### config.mk
export PLATFORM = sky130hd
export DESIGN_NAME = fm_avalon_master
export DESIGN_NICKNAME = d
export VERILOG_FILES = /design/src/rtl/fm_avalon_master.sv
export SDC_FILE = /design/constraint.sdc
export NUM_CORES = 1
export LEC_CHECK = 0
export ABC_CLOCK_PERIOD_IN_PS = 3100
export BUFFER_PORTS_ARGS = -buffer_cell sky130_fd_sc_hd__buf_2
export CAP_MARGIN = 20
export CORE_AREA = 2 2 122 89
export DETAILED_ROUTE_END_ITERATION = 12
export DIE_AREA = 0 0 124 91
export HOLD_SLACK_MARGIN = 0.08
export PLACE_DENSITY = 0.7
export SLEW_MARGIN = 20
export SYNTH_ARGS = -nofsm -noshare
export SYNTH_HDL_FRONTEND = slang
export SYNTH_SLANG_ARGS = --single-unit
### constraint.sdc
create_clock -name clk_core -period 3.1 [get_ports clk_core]
set_clock_uncertainty 0.05 [all_clocks]
set_input_delay 0.62 -clock clk_core [delete_from_list [all_inputs] [get_ports clk_core]]
set_output_delay 0.62 -clock clk_core [all_outputs]
set_load 0.03 [all_outputs]
### src/rtl/fm_avalon_master.sv
// Internal req/ack to Avalon-MM master bridge with pipelined read returns.
// Optional waitrequest timeout: define FM_AVM_TIMEOUT_EN.
module fm_avalon_master #(
    parameter int P_ADR_WIDTH       = 24,
    parameter int P_BE_WIDTH        = 4,
    parameter int P_DATA_WIDTH      = 32,
    parameter int P_MAX_OUTSTANDING = 4,
    parameter int P_TIMEOUT         = 1024
) (
    input  logic                    clk_core,
    input  logic                    rst,
    input  logic                    i_req,
    input  logic                    i_wr,
    input  logic [P_ADR_WIDTH-1:0]  i_adrs,
    input  logic [P_BE_WIDTH-1:0]   i_be,
    input  logic [P_DATA_WIDTH-1:0] i_wd,
    output logic                    o_ack,
    output logic                    o_rstr,
    output logic [P_DATA_WIDTH-1:0] o_rd,
    output logic                    o_idle,
    output logic                    o_timeout,
    output logic [P_ADR_WIDTH-1:0]  o_av_adr,
    output logic [P_BE_WIDTH-1:0]   o_av_be,
    output logic                    o_av_r,
    output logic                    o_av_w,
    output logic [P_DATA_WIDTH-1:0] o_av_wd,
    input  logic                    i_av_wait,
    input  logic [P_DATA_WIDTH-1:0] i_av_rd,
    input  logic                    i_av_rdv
);

    localparam int CW = 4;
    localparam logic [CW-1:0] MAXC = CW'(P_MAX_OUTSTANDING);
    localparam logic [P_DATA_WIDTH-1:0] TO_DATA =
        P_DATA_WIDTH'(32'hDEAD_BEEF);

    typedef enum logic {
        S_IDLE,
        S_CMD
    } state_t;

    state_t        state;
    state_t        state_nx;
    logic [CW-1:0] cnt;
    logic [CW-1:0] cnt_nx;
    logic          cap;
    logic          acc;
    logic          inc;
    logic          dec;
    logic          to_hit;
    logic          to_rd;
    logic          ack_nx;
    logic          av_r_nx;
    logic          av_w_nx;

`ifdef FM_AVM_TIMEOUT_EN
    localparam int TW = $clog2(P_TIMEOUT + 1);
    localparam logic [TW-1:0] TLAST = TW'(P_TIMEOUT - 1);

    logic [TW-1:0] tmr;
    logic          to_flag;

    assign to_hit    = (state == S_CMD) & i_av_wait & (tmr == TLAST);
    assign o_timeout = to_flag;

    // Cycles spent in CMD; cleared whenever the bridge is idle
    always_ff @(posedge clk_core or posedge rst) begin
        if (rst) begin
            tmr <= '0;
        end else if (state != S_CMD) begin
            tmr <= '0;
        end else if (tmr != TLAST) begin
            tmr <= tmr + TW'(1);
        end
    end

    // Sticky timeout flag, only reset clears it
    always_ff @(posedge clk_core or posedge rst) begin
        if (rst) begin
            to_flag <= 1'b0;
        end else if (to_hit) begin
            to_flag <= 1'b1;
        end
    end
`else
    logic unused_to;

    assign unused_to = ^P_TIMEOUT;
    assign to_hit    = 1'b0;
    assign o_timeout = 1'b0;
`endif

    assign to_rd = to_hit & o_av_r;

    // Next-state, command and outstanding-count logic
    always_comb begin
        state_nx = state;
        cnt_nx   = cnt;
        ack_nx   = 1'b0;
        av_r_nx  = o_av_r;
        av_w_nx  = o_av_w;
        cap      = 1'b0;
        acc      = 1'b0;
        unique case (state)
            S_IDLE: begin
                if (i_req && (i_wr || (cnt < MAXC))) begin
                    cap      = 1'b1;
                    ack_nx   = 1'b1;
                    av_r_nx  = !i_wr;
                    av_w_nx  = i_wr;
                    state_nx = S_CMD;
                end
            end
            S_CMD: begin
                if (!i_av_wait || to_hit) begin
                    acc      = !i_av_wait;
                    av_r_nx  = 1'b0;
                    av_w_nx  = 1'b0;
                    state_nx = S_IDLE;
                end
            end
        endcase
        inc = acc & o_av_r;
        dec = i_av_rdv & ((cnt != '0) | inc);
        if (inc && !dec) begin
            cnt_nx = cnt + CW'(1);
        end else if (dec && !inc) begin
            cnt_nx = cnt - CW'(1);
        end
    end

    // State, counter and registered outputs
    always_ff @(posedge clk_core or posedge rst) begin
        if (rst) begin
            state    <= S_IDLE;
            cnt      <= '0;
            o_ack    <= 1'b0;
            o_av_r   <= 1'b0;
            o_av_w   <= 1'b0;
            o_av_adr <= '0;
            o_av_be  <= '0;
            o_av_wd  <= '0;
            o_idle   <= 1'b1;
            o_rstr   <= 1'b0;
            o_rd     <= '0;
        end else begin
            state  <= state_nx;
            cnt    <= cnt_nx;
            o_ack  <= ack_nx;
            o_av_r <= av_r_nx;
            o_av_w <= av_w_nx;
            if (cap) begin
                o_av_adr <= i_adrs;
                o_av_be  <= i_be;
                o_av_wd  <= i_wd;
            end
            o_idle <= (state_nx == S_IDLE) && (cnt_nx == '0);
            o_rstr <= i_av_rdv | to_rd;
            if (to_rd) begin
                o_rd <= TO_DATA;
            end else if (i_av_rdv) begin
                o_rd <= i_av_rd;
            end
        end
    end

endmodule

Yosys cells after proc, flatten, opt, wreduce, memory -nomap -nowiden
Index checks and enable logic that the tools add are counted.
{ "word_totals": {"inputBits": 98, "regBits": 102, "output_inout_bits": 98, "wordCells": 46} }
{ "op_classes": {"n_eq_ne": 2, "n_reduce_logical": 12, "mux": 13, "order_cmp": 1, "n_bitwise": 5, "add_sub_neg": 2} }
{ "op_table": {"columns": ["operator", "count"], "rows": [
  ["$mux 1", 8],
  ["$mux 4", 2],
  ["$pmux 1 s2", 3],
  ["$add 4x1->4 const B", 1],
  ["$logic_and 1x1->1", 4],
  ["$logic_not 1->1", 4],
  ["$logic_not 4->1", 1],
  ["$lt 4x3->1 const B", 1],
  ["$ne 2x2->1 const B", 2],
  ["$reduce_bool 4->1", 1],
  ["$sub 4x1->4 const B", 1],
  ["$and 1x1->1", 2],
  ["$not 1->1", 2],
  ["$reduce_and 2->1", 1],
  ["$logic_or 1x1->1", 1],
  ["$or 1x1->1", 1]
]} }

Depth between registers and ports, before layout
{ "logic_depth": {"depth_word": 11, "mapped_depth": 7, "depth_no_buf": 7} }

Worst setup path before layout
No wires, ideal clock.
{ "synth_timing": {"kind": "register -> register", "startpoint": "reg cnt[0]", "endpoint": "reg o_idle", "arrival_time_ns": 1.627, "required_ns": 2.960, "stages_incl_launch_ff": 8, "setup_time_ns": 0.090, "setup_slack_ns": 1.333, "period_less_slack_ns": 1.767, "cell_sequence": "dfrtp_1 > inv_1 > ha_1 > or3b_1 > a21oi_1 > a31oi_1 > a21o_1 > nor4_2"} }
{ "synth_via": {"elab_chain_len": 8, "elab_cells_between_ends": 18} }
{ "synth_rtl": {"columns": ["element", "line", "source"], "rows": [
  ["start, declared", "44", "logic [CW-1:0] cnt;"],
  ["start signal, assigned", "148", "cnt <= cnt_nx;"],
  ["$reduce_bool 4->1", "124", "dec = i_av_rdv & ((cnt != '0) | inc);"],
  ["$or 1x1->1", "124", null],
  ["$and 1x1->1", "124", null],
  ["$logic_and 1x1->1 / $logic_not 1->1 (equally long branches)", "127, 125", null],
  ["$mux 4 / $logic_and 1x1->1 (equally long branches)", "127, 125", null],
  ["$mux 4 (*)", "125", "if (inc && !dec) begin"],
  ["net cnt_nx[1]", "45", "logic [CW-1:0] cnt_nx;"],
  ["$logic_not 4->1 (*)", "157", "o_idle <= (state_nx == S_IDLE) && (cnt_nx == '0);"],
  ["$logic_and 1x1->1 (*)", "157", null],
  ["end signal, assigned", "157", null],
  ["end, declared", "20", "output logic o_idle,"]
]} }
Mark *: on every way through the listed nets, which the timed path passes. The rest lies on a longest branch.
A chain may end at the register's enable or synchronous reset.

Final worst setup path
Ends and elaborated chain as after synthesis.

==> flow_metrics.py <==
metrics = {
    "min_path": {
        "holdCritPathClass": "primary input to asynchronous set/reset pin",
    },
    "die": {
        "die_area_sq_um": 11300,
        "core_area_sq_um": 10100,
        "io_pins": 196,
        "initial_core_util_pct": 39.2,
        "die_h_um": 91,
        "die_x_um": 124,
        "std_cell_rows": 31,
    },
    "yosys": {
        "syn_nets": 477,
        "synth_edf_count": 0,
        "yosysWarnings": 0,
        "synth_area_per_cell_sq_um": 10.5,
        "postSynthCellCount": 377,
        "synth_ff_type": "dfrtp_1",
        "netlist-cell-type-count": 35,
        "synth-seq-cells": 102,
        "synthArstFlopShare_pct": 100,
        "synth_seq_area_share_pct": 64.6,
        "netlist_area_sq_um": 3960,
    },
    "cells_and_area": {
        "mostFrequentLayoutCells": "buf_2 (194), nand2_1 (185), dfrtp_1 (101), mux2_2 (32), clkbuf_16 (9)",
        "syn2layout_area_growth_pct": 36.2,
        "final_core_util_pct": 53.4,
        "layout-drive-gt1-share_pct": 43.8,
        "nets": 670,
        "nFillCells": 919,
        "final_common_cell": "buf_2",
        "num_antenna_cells": 0,
    },
    "routing": {
        "num_vias": 3174,
        "vias_per_cell": 4.49,
        "drt_drc_violations_left": 0,
        "routed_wl_mm": 9.20,
        "first_pass_iters": 4,
        "drtIter0Drc": 122,
        "wl_per_cell_um": 13.0,
        "postRouteAntennaNets": 0,
    },
    "sta": {
        "fmax_ghz": 0.508,
        "slew_viol_final": 0,
        "min_period_ns": 1.97,
        "tightest_slew_ns": 0.700,
        "rsz0062_at_grt": "false",
        "relSlewSlack_pct": 53.2,
        "fin_setup_tns_ns": 0,
        "setup_viol_count_final": 0,
        "post-route-period-util_pct": 63.5,
        "hold_viol": 0,
    },
    "job": {
        "maxCapViolCount": 0,
    },
    "clock_tree": {
        "numCtsBuffers": 9,
        "insertion_delay_ns": 0.33,
        "cts_resized": 0,
        "htreeDepth": 3,
        "clkSlewWorstSetupHoldPaths_ns": 0.06,
        "cts_sinks": 102,
        "clock_path_buffers": 2,
        "hold_buffers": 0,
        "cts_setup_buffers": 0,
        "clockRootBuffer": "clkbuf_16",
        "cts_tree": "built",
    },
    "critical_path": {
        "path_class": "register to register",
        "cp_max_fo": 5,
        "ff2ff_path_depth": 7,
        "crit_path_start_kind": "register",
        "critPathArrivalTime_ns": 2.16,
        "end_kind": "register",
        "required_ns": 3.29,
    },
    "power_and_ir_drop": {
        "ir_worst_vdd_uv": 611,
        "power_density_nw_per_um2": 1020,
        "p_leak_nw": 2.99,
    },
    "global_route": {
        "grt_pass1_wl_mm": 14.6,
        "grt_overflow_total": 0,
        "antenna_found_initial": 0,
        "grt_max_degree": 65,
        "grt_pass1_vias": 3065,
        "grt_usage_pct": 16.6,
    },
    "run_status": {
        "status": "complete, no violations",
    },
    "placement": {
        "portBuffers": 194,
        "hpwl_mm": 6.84,
        "place.gp.congestion": 0.797,
    },
}
routing by layer:
metal,vias to the layer above,share of wire (%),global-route usage (%)
met5,-,0,0
met4,0,0.91,5.06
met3,6,11,7.79
met2,137,46,26.6
met1,1450,42,19.8
li1,1581,-,-
report_power, final:
group,leakage (nW),internal [mW],switching [mW]
clock,0.146,0.669,0.458
sequential,1.24,1.82,0.282
combinational,1.60,0.653,1.60
total,2.99,3.14,2.34
kinds of logic after synthesis:
kind of cell | synth area share (%)
buffers and inverters | 2.53
and+or+nand+nor | 20.7
xor gates and xnor gates | 0.221
DFF | 64.6
other | 0.0948
adders and majority gates | 0.633
muxes | 9.36
AOI/OAI and AO/OA | 1.87
synthesized netlist by cell type, types with 2 or more instances:
cell      instances  area [sq um]
ha_1              2          25.0
dfrtp_1         101          2530
a21oi_1           4          20.0
nand2_1         185           694
a31oi_1           2          12.5
clkbuf_1          7          26.3
nor2_1            4          15.0
nor3_1            2          10.0
buf_1             2          7.51
nand3_1           2          10.0
inv_1             4          15.0
mux2_2           32           360
buf_2             8          40.0
registers in the layout (all words and copies together), names as in the netlist:
register and count:
o_av_w 1, state 1, o_av_r 1, o_av_wd 32
o_idle 1, o_av_be 4, o_rd 32, o_rstr 1
o_av_adr 24, o_ack 1, cnt 4
metrics by stage:
| step | area (sq um) | std cells | hold slack [ns] | total power [mW] | setup WS (ns) |
|---|---|---|---|---|---|
| 5_1_grt | 5390 | 707 | 0.386 | 5.84 | 0.980 |
| 3_3_place_gp | 5080 | 691 | 0.402 | 4.34 | 1.08 |
| 3_5_place_dp | 5080 | 691 | 0.406 | 4.40 | 0.979 |
| 4_1_cts | 5390 | 707 | 0.357 | 5.56 | 1.11 |
| 2_1_floorplan | 3960 | 377 | 0.470 | 3.65 | 1.21 |
| 6_report | 5390 | 707 | 0.341 | 5.48 | 1.13 |
final timing paths:
kind | from | endpoint | slack, ns
min in group clk_core | o_av_adr[15]$_DFFE_PP0P_ | o_av_adr[15]$_DFFE_PP0P_ | 0.42
max in group asynchronous | rst | o_rd[23]$_DFFE_PP0P_ | 1.87
hold reg to reg | o_av_adr[15]$_DFFE_PP0P_ | o_av_adr[15]$_DFFE_PP0P_ | 0.42
hold / removal | rst | o_av_adr[21]$_DFFE_PP0P_ | 0.34
setup reg to reg | cnt[0]$_DFF_PP0_ | o_idle$_DFF_PP1_ | 1.13
setup / recovery | cnt[0]$_DFF_PP0_ | o_idle$_DFF_PP1_ | 1.13
area by class of cell:
cell class	count	area, sq um	share of cell area, %
flip-flops and latches	102	2550	47.4
multi-input cells	252	1310	24.4
repair buffers	200	1030	19.1
clock buffers	13	260	4.83
well taps	132	165	3.07
clock inverters	3	42.5	0.790
inverters	5	22.5	0.418
critical path, cell delays in order (launching register included):
cell	delay [ns]
dfrtp_1	0.44
inv_1	0.09
ha_1	0.21
or3b_1	0.42
a21oi_1	0.16
a31oi_1	0.05
a21o_1	0.20
nor4_2	0.27
Power figures use the tool's default switching activity.
